<file path="config.mk">
export PLATFORM = sky130hd
export DESIGN_NAME = sata_rx_descrambler_flat
export DESIGN_NICKNAME = d
export VERILOG_FILES = /design/src/rtl/sata_rx_descrambler_if.sv /design/src/rtl/sata_rx_descrambler.sv /design/src/flat_wrapper.sv
export SDC_FILE = /design/constraint.sdc
export NUM_CORES = 1
export LEC_CHECK = 0
export BUFFER_PORTS_ARGS = -buffer_cell sky130_fd_sc_hd__buf_4
export CAP_MARGIN = 20
export CORE_UTILIZATION = 25
export DETAILED_ROUTE_END_ITERATION = 10
export PLACE_DENSITY = 0.41
export RECOVER_POWER = 50
export SYNTH_ARGS = -nofsm -noshare
export SYNTH_HDL_FRONTEND = slang
export SYNTH_SLANG_ARGS = --single-unit
</file>
<file path="constraint.sdc">
create_clock -name clk_75m -period 11.47 [get_ports clk_75m]
set_clock_uncertainty 0.05 [all_clocks]
set_input_delay 1.147 -clock clk_75m [delete_from_list [all_inputs] [get_ports clk_75m]]
set_output_delay 1.147 -clock clk_75m [all_outputs]
set_load 0.01 [all_outputs]
</file>
<file path="src/rtl/sata_rx_descrambler_if.sv">
// sata_rx_descrambler_if
//   PHY-side receive dwords in, classified/descrambled dwords out.
//   master: the PHY / upstream driver.  slave: the descrambler.
interface sata_rx_descrambler_if;
    logic [31:0] rx_data;
    logic        rx_charisk;
    logic        rx_valid;
    logic [31:0] out_data;
    logic        out_prim;
    logic        out_valid;
    logic        in_frame;
    logic        sof_p;
    logic        eof_p;
    logic        err_p;
    logic [15:0] err_cnt;

    modport master (
        output rx_data, rx_charisk, rx_valid,
        input  out_data, out_prim, out_valid, in_frame, sof_p, eof_p, err_p, err_cnt
    );

    modport slave (
        input  rx_data, rx_charisk, rx_valid,
        output out_data, out_prim, out_valid, in_frame, sof_p, eof_p, err_p, err_cnt
    );
endinterface

</file>
<file path="src/rtl/sata_rx_descrambler.sv">
// sata_rx_descrambler
//   Receive link-layer front end.  Drops ALIGN, expands CONT into repeats of
//   the last primitive, tracks SOF..EOF framing and descrambles frame payload
//   with the SATA LFSR (x^16+x^15+x^13+x^4+1), context reloaded on every SOF.
//   All outputs are registered one cycle after the accepted input dword.
//   Optional feature macro: SATA_RX_ERR_CNT_EN adds a saturating 16-bit
//   protocol-error counter; without it err_cnt is tied to zero.
module sata_rx_descrambler #(
    parameter logic [15:0] SEED = 16'hF0F6
) (
    input  logic                 clk_75m,
    input  logic                 rst_n,
    sata_rx_descrambler_if.slave bus
);

    // Primitives that change behaviour.  HOLD, HOLDA, SYNC and all other K
    // dwords share the generic "other primitive" path.
    localparam logic [31:0] PRIM_ALIGN = 32'h7B4A4ABC;
    localparam logic [31:0] PRIM_CONT  = 32'h9999AA7C;
    localparam logic [31:0] PRIM_SOF   = 32'h3737B57C;
    localparam logic [31:0] PRIM_EOF   = 32'hD5D5B57C;

    localparam logic [0:0] ST_IDLE  = 1'b0;
    localparam logic [0:0] ST_FRAME = 1'b1;

    logic [0:0]  state_q,        state_d;
    logic [15:0] ctx_q,          ctx_d;
    logic        cont_act_q,     cont_act_d;
    logic [31:0] last_prim_q,    last_prim_d;
    logic        last_prim_ok_q, last_prim_ok_d;
    logic [31:0] out_data_q,     out_data_d;
    logic        out_prim_q,     out_prim_d;
    logic        out_valid_q,    out_valid_d;
    logic        sof_p_q,        sof_p_d;
    logic        eof_p_q,        eof_p_d;
    logic        err_p_q,        err_p_d;

    logic [31:0] ks;
    logic        is_align;
    logic        is_cont;
    logic        is_sof;
    logic        is_eof;

    assign is_align = bus.rx_charisk && (bus.rx_data == PRIM_ALIGN);
    assign is_cont  = bus.rx_charisk && (bus.rx_data == PRIM_CONT);
    assign is_sof   = bus.rx_charisk && (bus.rx_data == PRIM_SOF);
    assign is_eof   = bus.rx_charisk && (bus.rx_data == PRIM_EOF);

    // Keystream: the context holds the last 16 LFSR output bits (oldest in
    // bit 0); the next 32 bits follow from the recurrence
    // s[n] = s[n-1] ^ s[n-3] ^ s[n-12] ^ s[n-16], so the new context is ks[31:16].
    always_comb begin : keystream
        logic [47:0] seq;
        seq       = '0;
        seq[15:0] = ctx_q;
        for (int i = 16; i < 48; i++) begin
            seq[i] = seq[i-1] ^ seq[i-3] ^ seq[i-12] ^ seq[i-16];
        end
        ks = seq[47:16];
    end

    // Classify the incoming dword and compute next framing, CONT and LFSR state.
    always_comb begin
        // NOTE: every _d gets a hold/idle default first so no path can infer a latch.
        state_d        = state_q;
        ctx_d          = ctx_q;
        cont_act_d     = cont_act_q;
        last_prim_d    = last_prim_q;
        last_prim_ok_d = last_prim_ok_q;
        out_data_d     = out_data_q;
        out_prim_d     = out_prim_q;
        out_valid_d    = 1'b0;
        sof_p_d        = 1'b0;
        eof_p_d        = 1'b0;
        err_p_d        = 1'b0;

        if (bus.rx_valid) begin
            if (is_align) begin
                // ALIGN is invisible: nothing emitted, nothing changes.
            end else if (is_cont) begin
                if (last_prim_ok_q) begin
                    cont_act_d  = 1'b1;
                    out_data_d  = last_prim_q;
                    out_prim_d  = 1'b1;
                    out_valid_d = 1'b1;
                end else begin
                    err_p_d = 1'b1;
                end
            end else if (bus.rx_charisk) begin
                // Any real primitive ends a CONT run and becomes the repeat source.
                last_prim_d    = bus.rx_data;
                last_prim_ok_d = 1'b1;
                cont_act_d     = 1'b0;
                out_data_d     = bus.rx_data;
                out_prim_d     = 1'b1;
                out_valid_d    = 1'b1;
                if (is_sof) begin
                    err_p_d = (state_q == ST_FRAME);
                    state_d = ST_FRAME;
                    ctx_d   = SEED;
                    sof_p_d = 1'b1;
                end else if (is_eof && (state_q == ST_FRAME)) begin
                    state_d = ST_IDLE;
                    eof_p_d = 1'b1;
                end
            end else if (cont_act_q) begin
                // Junk filler inside a CONT run stands for the repeated primitive.
                out_data_d  = last_prim_q;
                out_prim_d  = 1'b1;
                out_valid_d = 1'b1;
            end else if (state_q == ST_FRAME) begin
                out_data_d  = bus.rx_data ^ ks;
                out_prim_d  = 1'b0;
                out_valid_d = 1'b1;
                ctx_d       = ks[31:16];
            end else begin
                err_p_d = 1'b1;
            end
        end
    end

    // State and output registers.
    always_ff @(posedge clk_75m or negedge rst_n) begin
        if (!rst_n) begin
            state_q        <= ST_IDLE;
            ctx_q          <= SEED;
            cont_act_q     <= 1'b0;
            last_prim_q    <= '0;
            last_prim_ok_q <= 1'b0;
            out_data_q     <= '0;
            out_prim_q     <= 1'b0;
            out_valid_q    <= 1'b0;
            sof_p_q        <= 1'b0;
            eof_p_q        <= 1'b0;
            err_p_q        <= 1'b0;
        end else begin
            // NOTE: non-blocking updates so every flop samples pre-edge values.
            state_q        <= state_d;
            ctx_q          <= ctx_d;
            cont_act_q     <= cont_act_d;
            last_prim_q    <= last_prim_d;
            last_prim_ok_q <= last_prim_ok_d;
            out_data_q     <= out_data_d;
            out_prim_q     <= out_prim_d;
            out_valid_q    <= out_valid_d;
            sof_p_q        <= sof_p_d;
            eof_p_q        <= eof_p_d;
            err_p_q        <= err_p_d;
        end
    end

`ifdef SATA_RX_ERR_CNT_EN
    logic [15:0] err_cnt_q, err_cnt_d;

    // Saturating count of protocol errors, advanced alongside err_p.
    always_comb begin
        err_cnt_d = err_cnt_q;
        if (err_p_d && (err_cnt_q != 16'hFFFF)) begin
            err_cnt_d = err_cnt_q + 16'd1;
        end
    end

    // Error counter register, cleared only by reset.
    always_ff @(posedge clk_75m or negedge rst_n) begin
        if (!rst_n) begin
            err_cnt_q <= '0;
        end else begin
            err_cnt_q <= err_cnt_d;
        end
    end

    assign bus.err_cnt = err_cnt_q;
`else
    assign bus.err_cnt = 16'h0000;
`endif

    assign bus.out_data  = out_data_q;
    assign bus.out_prim  = out_prim_q;
    assign bus.out_valid = out_valid_q;
    assign bus.in_frame  = (state_q == ST_FRAME);
    assign bus.sof_p     = sof_p_q;
    assign bus.eof_p     = eof_p_q;
    assign bus.err_p     = err_p_q;

endmodule
</file>
<file path="src/flat_wrapper.sv">
// flat-port wrapper written by rule: the top's interface ports become plain ports
module sata_rx_descrambler_flat 
#(
    parameter logic [15:0] SEED = 16'hF0F6
)
  (clk_75m, rst_n, bus_rx_data, bus_rx_charisk, bus_rx_valid, bus_out_data, bus_out_prim, bus_out_valid, bus_in_frame, bus_sof_p, bus_eof_p, bus_err_p, bus_err_cnt);
  sata_rx_descrambler_if bus_i ();
  input  logic clk_75m;
  input  logic rst_n;
  input wire logic [$bits(bus_i.rx_data)-1:0] bus_rx_data;
  input wire logic [$bits(bus_i.rx_charisk)-1:0] bus_rx_charisk;
  input wire logic [$bits(bus_i.rx_valid)-1:0] bus_rx_valid;
  output wire logic [$bits(bus_i.out_data)-1:0] bus_out_data;
  output wire logic [$bits(bus_i.out_prim)-1:0] bus_out_prim;
  output wire logic [$bits(bus_i.out_valid)-1:0] bus_out_valid;
  output wire logic [$bits(bus_i.in_frame)-1:0] bus_in_frame;
  output wire logic [$bits(bus_i.sof_p)-1:0] bus_sof_p;
  output wire logic [$bits(bus_i.eof_p)-1:0] bus_eof_p;
  output wire logic [$bits(bus_i.err_p)-1:0] bus_err_p;
  output wire logic [$bits(bus_i.err_cnt)-1:0] bus_err_cnt;
  assign bus_i.rx_data = bus_rx_data;
  assign bus_i.rx_charisk = bus_rx_charisk;
  assign bus_i.rx_valid = bus_rx_valid;
  assign bus_out_data = bus_i.out_data;
  assign bus_out_prim = bus_i.out_prim;
  assign bus_out_valid = bus_i.out_valid;
  assign bus_in_frame = bus_i.in_frame;
  assign bus_sof_p = bus_i.sof_p;
  assign bus_eof_p = bus_i.eof_p;
  assign bus_err_p = bus_i.err_p;
  assign bus_err_cnt = bus_i.err_cnt;
  sata_rx_descrambler #(.SEED(SEED)) u_core (.clk_75m(clk_75m), .rst_n(rst_n), .bus(bus_i));
endmodule
</file>
==> results of run 1 <==
-- sequential cells by signal (all words and copies together), names as in the netlist --
| register | flops |
|---|---|
| u_core.bus.eof_p | 1 |
| u_core.bus.err_p | 1 |
| u_core.bus.in_frame | 1 |
| u_core.bus.out_data | 32 |
| u_core.bus.out_prim | 1 |
| u_core.bus.out_valid | 1 |
| u_core.bus.sof_p | 1 |
| u_core.cont_act_q | 1 |
| u_core.ctx_q | 16 |
| u_core.last_prim_ok_q | 1 |
| u_core.last_prim_q | 32 |
-- cell usage in the layout, fill, tap and decap left out, types with 3 or more instances in the layout --
| cell | netlist | routed |
|---|---|---|
| a21o_1 | 5 | 5 |
| a21oi_1 | 33 | 33 |
| a221oi_1 | 4 | 4 |
| a22o_1 | 7 | 7 |
| a22oi_1 | 3 | 3 |
| a31oi_1 | 13 | 13 |
| buf_4 | 17 | 43 |
| clkbuf_1 | 22 | 36 |
| clkbuf_16 | 0 | 9 |
| conb_1 | 1 | 16 |
| dfrtp_1 | 78 | 78 |
| dfstp_2 | 10 | 10 |
| inv_1 | 8 | 8 |
| inv_6 | 0 | 4 |
| mux2_2 | 31 | 31 |
| mux2i_1 | 3 | 3 |
| nand2_1 | 52 | 52 |
| nand2b_1 | 3 | 3 |
| nand3_1 | 6 | 6 |
| nand3b_1 | 4 | 4 |
| nor2_1 | 72 | 72 |
| nor3_1 | 15 | 14 |
| nor4b_1 | 4 | 4 |
| o21ai_0 | 16 | 16 |
| o21ai_1 | 4 | 4 |
| o22ai_1 | 20 | 20 |
| o31ai_1 | 16 | 16 |
| o32a_1 | 4 | 4 |
| or3_1 | 4 | 4 |
| xnor2_1 | 54 | 54 |
| xnor2_2 | 10 | 10 |
| xnor2_4 | 5 | 5 |
| xnor3_1 | 11 | 11 |
| xnor3_2 | 6 | 6 |
| xor2_1 | 20 | 20 |
| xor2_2 | 6 | 6 |
-- cell usage after synthesis (5+ instances only) --
| master | count | area share |
|---|---|---|
| a21o_1 | 5 | 0.0061 |
| xnor2_2 | 10 | 0.026 |
| buf_1 | 8 | 0.0049 |
| nand2_1 | 52 | 0.032 |
| a22o_1 | 7 | 0.0099 |
| xor2_2 | 6 | 0.016 |
| o21ai_0 | 16 | 0.013 |
| dfstp_2 | 10 | 0.043 |
| xor2_1 | 20 | 0.028 |
| nand3_1 | 6 | 0.0049 |
| nor2_1 | 72 | 0.044 |
| a31oi_1 | 13 | 0.013 |
| nor3_1 | 15 | 0.012 |
| xnor3_2 | 6 | 0.023 |
| o31ai_1 | 16 | 0.019 |
| a21oi_1 | 33 | 0.027 |
| mux2_2 | 31 | 0.057 |
| xnor2_4 | 5 | 0.022 |
| xnor3_1 | 11 | 0.040 |
| o22ai_1 | 20 | 0.020 |
| buf_4 | 17 | 0.021 |
| xnor2_1 | 54 | 0.077 |
| dfrtp_1 | 78 | 0.32 |
| inv_1 | 8 | 0.0049 |
| clkbuf_1 | 22 | 0.013 |
-- cells by family after synthesis --
group           share of synthesized area
other cells                     0.0006073
flops                              0.3587
simple gates                       0.1319
xor+xnor                           0.2484
buf+inv                           0.05127
mux                               0.06140
compound gates                     0.1477
-- through the flow --
stage	util	cell area, sq um	instances
floorplan	-	6231	630
global placement	0.2865	6948	981
detailed placement	0.2865	6948	981
CTS	0.2988	7246	997
global route	0.2932	7111	997
finish	0.2932	7111	997
-- routing by layer --
layer,vias up,GRT usage,part of all wire
met5,-,0,0
met4,0,0.03715,0.015
met3,22,0.02996,0.053
met2,155,0.2520,0.47
met1,2361,0.2107,0.46
li1,2250,-,-
-- layout make-up --
| class | instances | area share |
|---|---|---|
| well taps | 324 | 0.05701 |
| flip-flops and latches | 88 | 0.3115 |
| inverters | 8 | 0.004223 |
| clock inverters | 6 | 0.008270 |
| repair buffers | 79 | 0.06440 |
| clock buffers | 10 | 0.03361 |
| multi-input cells | 482 | 0.5210 |
-- worst min-delay path by stage --
stage,startpoint,slack [ns],depth (start not counted),end
global placement,u_core.bus.out_data[4],0.42,2,u_core.bus.out_data[4]
CTS,u_core.bus.out_data[4],0.44,2,u_core.bus.out_data[4]
detailed placement,u_core.bus.out_data[4],0.42,2,u_core.bus.out_data[4]
floorplan,u_core.last_prim_ok_q,0.41,1,u_core.last_prim_ok_q
global route,u_core.bus.out_data[8],0.46,1,u_core.bus.out_data[8]
finish,u_core.bus.out_data[4],0.43,2,u_core.bus.out_data[4]
==> flow_summary.toml, run 1 <==
[timing]
max_freq_mhz = 188.5
hold_viol_final = 0
slew_headroom = -1.466
holdWs_ns = 0.4288
slew_viol_final = 65
fin_setup_tns_ns = 0
rsz0062_at_grt = "no"
fin_crit_ns = 5.306
setup_ws_ns = 6.164
finalSetupViolCount = 0
fin_crit_sh = 0.4626
worst_pin_slew_ns = 3.698

[die]
design.die.area_sq_um = 25330
ioPinCount = 90
die_h_um = 159.2
die_x_um = 159.2
coreArea_sq_um = 24250
rows = 57
start_util = 0.2546

[cts]
clk_pin_slew_ns = 0.07
cts_hold_buffers = 0
clk_latency_ns = 0.36
clkSinkCount = 88
cts_tree = "built"
postCtsSetupBuffers = 0
clock-root-buffer = "clkbuf_16"
cts_inserted_buffers = 9
cts.path.max_buffers = 2
post_cts_resized = 0
htree_levels = 3

[setup_path]
worstReg2RegStart = "u_core.ctx_q[14]"
crit_buf_inv = 2
critPathCaptureType = "async pin"
criticalPathCategory = "input pin to async pin"
reg2reg_slack_ns = 6.97
cp_common_cell = "clkbuf_1"
r2r_cells = 10
worstPathRequired_ns = 11.04
crit_family = "buffers and inverters"
r2r-end = "u_core.bus.out_data[29]"
slowest_stage = "clkbuf_1"
crit_arrival_ns = 4.88
crit_cells = 2
max_stage_delay_ns = 2.67
crit_path_start = "rst_n"
endpoint = "u_core.bus.out_data[1]"
critical_path.cell_chain = "clkbuf_1, clkbuf_1"
cp_max_fo = 64
critPathLaunchType = "input pin"

[synth]
synthDistinctLibCells = 63
syn-cell-area_sq_um = 6175
ys_seq_area_frac = 0.3587
yosys_warnings = 0
syn_avg_cell_area_sq_um = 10.04
ys.flop_type = "dfrtp_1"
async_flop_share = 1.000
synth_seq_cells = 88
synth_cells = 615
synth_edf_count = 0

[final_layout]
drive_above_1_share = 0.2021
multi_input_area_sq_um = 3705
antenna_cells = 0
fill_cells = 2598
nets = 704
area_growth_pct = 15.16
seqCellArea_sq_um = 2215

[drt]
vias = 4788
drt_pre_antenna_iters = 4
drtIter0Drc = 304
final_antenna_net_count = 0
wire_per_inst_um = 19.22
drt-vias-per-instance = 4.802
wl_mm = 19.16
drc_errors = 0

[global_routing]
grt_pass1_wl_mm = 29.71
gr-total-overflow = 0
grt_max_degree = 65
antenna_found_initial = 0
grt_pass1_vias = 4806
grt_use_total = 0.1547

[status]
violations = "max-capacitance violations, max-slew violations"
status = "complete, but fails checks"

[placement]
gp_congestion = 0.7864
io_buffers = 73
place_ws_ns = 6.566
hpwl_mm = 14.13

[min_path]
worst_hold_path_type = "flop to flop"

[run]
maxCapViolations = 1
Power of run 1 is not shown: default switching activity piles up to over one toggle a cycle in this logic, so the estimate is an artifact.
==> inputs of run 2 (changes only) <==
--- a/config.mk
+++ b/config.mk
@@ -9,7 +9,7 @@
 export CAP_MARGIN = 20
 export CORE_UTILIZATION = 25
 export DETAILED_ROUTE_END_ITERATION = 10
-export PLACE_DENSITY = 0.41
+export PLACE_DENSITY = 0.43
 export RECOVER_POWER = 50
 export SYNTH_ARGS = -nofsm -noshare
 export SYNTH_HDL_FRONTEND = slang
==> constraint.sdc (replaced) <==
create_clock -name clk_75m -period 4.55 [get_ports clk_75m]
set_clock_uncertainty 0.05 [all_clocks]
set_input_delay 0.455 -clock clk_75m [delete_from_list [all_inputs] [get_ports clk_75m]]
set_output_delay 0.455 -clock clk_75m [all_outputs]
set_load 0.01 [all_outputs]
==> run 2 against run 1 <==
Net effect: via count up 0.15%; largest cell class unchanged; the run still ends with max-capacitance violations, max-slew violations left; non-clock buffer count up 7; critical path type is now flop to flop; critical endpoint is now u_core.bus.out_data[31]; sequential share of layout area down 0.33 points.
==> flow_summary.toml, run 2 (same netlist as run 1, synthesis figures left out) <==
[placement]
io_buffers = 73
dp_cells = 987
hpwl_mm = 14.96
place_area_sq_um = 6998
gp_congestion = 0.8698

[drt]
dr_wl_met3_um = 914
maxUsedRoutingLayer = "met4"
dr_wl_met2_mm = 9.082
drc_errors = 0
final_antenna_net_count = 0
drt-vias-per-instance = 4.776
drt_pre_antenna_iters = 6
wl_met1_mm = 9.659
wl_mm = 20.07
vias = 4795
drtIter0Drc = 316
wire_per_inst_um = 19.99

[cts]
cts_inserted_buffers = 9
cts.path.max_buffers = 2
clk_pin_slew_ns = 0.07
cts_hold_buffers = 0
clock-root-buffer = "clkbuf_16"
post_cts_resized = 0
clk_latency_ns = 0.36
postCtsSetupBuffers = 0
cts_tree = "built"
clkSinkCount = 88
htree_levels = 3

[die]
die_x_um = 159.2
rows = 57
start_util = 0.2546
coreArea_sq_um = 24250
ioPinCount = 90
die_h_um = 159.2
design.die.area_sq_um = 25330

[timing]
slew_headroom = -0.5553
rsz0062_at_grt = "no"
slew_viol_final = 40
finalSetupViolCount = 0
fin_crit_sh = 0.8903
fin_crit_ns = 4.051
fin_setup_tns_ns = 0
worst_pin_slew_ns = 2.333
max_freq_mhz = 246.9
hold_viol_final = 0

[final_layout]
final_common_cell = "dfrtp_1"
layout_common_cells = "dfrtp_1 (78), nor2_1 (72), xnor2_1 (54)"
drive_above_1_share = 0.2118
stdcell_count = 1004
antenna_cells = 0
fill_cells = 2623
seqCellArea_sq_um = 2215
multi_input_area_sq_um = 3710
area_growth_pct = 16.37
nets = 711
finalInstanceArea_sq_um = 7186

[global_routing]
grt_max_degree = 60
antenna_found_initial = 0
grt_pass1_wl_mm = 31.37
grt_pass1_vias = 4830
grt_use_total = 0.1655
gr-total-overflow = 0

[setup_path]
critPathCaptureType = "flop"
criticalPathCategory = "flop to flop"
crit_arrival_ns = 4.27
critPathLaunchType = "flop"
worstPathRequired_ns = 4.76
cp_max_fo = 6

[status]
violations = "max-capacitance violations, max-slew violations"
status = "complete, but fails checks"

[min_path]
worst_hold_path_type = "input pin to flop"

[run]
maxCapViolations = 1
[run 2: area by class of cell]
class                      count  area share
clock buffer                  12     0.03570
clock inverter                 4    0.007139
inverter                       8    0.004179
multi-input combinational    482      0.5163
sequential                    88      0.3082
tap                          324     0.05642
timing repair buffer          86     0.07209
[run 2: stage by stage]
step | setup WS (ns) | util | hold slack (ns)
after global placement | 0.5560 | 0.2886 | 0.4119
after global routing | 0.2633 | 0.2963 | 0.3090
after floorplan | 0.9166 | - | 0.1094
final | 0.4991 | 0.2963 | 0.3090
after detailed placement | 0.4886 | 0.2886 | 0.4195
after CTS | 0.4872 | 0.3013 | 0.05949
[run 2: worst paths after layout]
path / start / endpoint / slack [ns] / cells after the start
worst max-delay path: u_core.ctx_q[14] / u_core.bus.out_data[31] / 0.50 / 10
worst min-delay path: bus_rx_valid / u_core.bus.err_p / 0.31 / 3
worst max register to register: u_core.ctx_q[14] / u_core.bus.out_data[31] / 0.50 / 10
worst min register to register: u_core.bus.out_data[2] / u_core.bus.out_data[2] / 0.42 / 2
max in group asynchronous: rst_n / u_core.last_prim_q[3] / 1.39 / 2
min in group asynchronous: rst_n / u_core.bus.out_data[28] / 0.74 / 1
[run 2: worst max-delay path, stage by stage (launching register included)]
cell	delay, ns
dfstp_2	0.66
xor3_1	0.55
xor2_2	0.22
xnor2_1	0.43
xnor2_1	0.23
xnor3_1	0.60
xnor2_1	0.36
xnor2_1	0.22
xnor2_1	0.34
nor2b_1	0.08
a221oi_1	0.21
[run 2: metal layers]
layer / global-route usage / up-vias
met3: 0.02996 / 24
met2: 0.2560 / 118
li1: - / 2258
met1: 0.2309 / 2395
met5: 0 / -
met4: 0.05857 / 0
Power of run 2 is left out for the same reason.
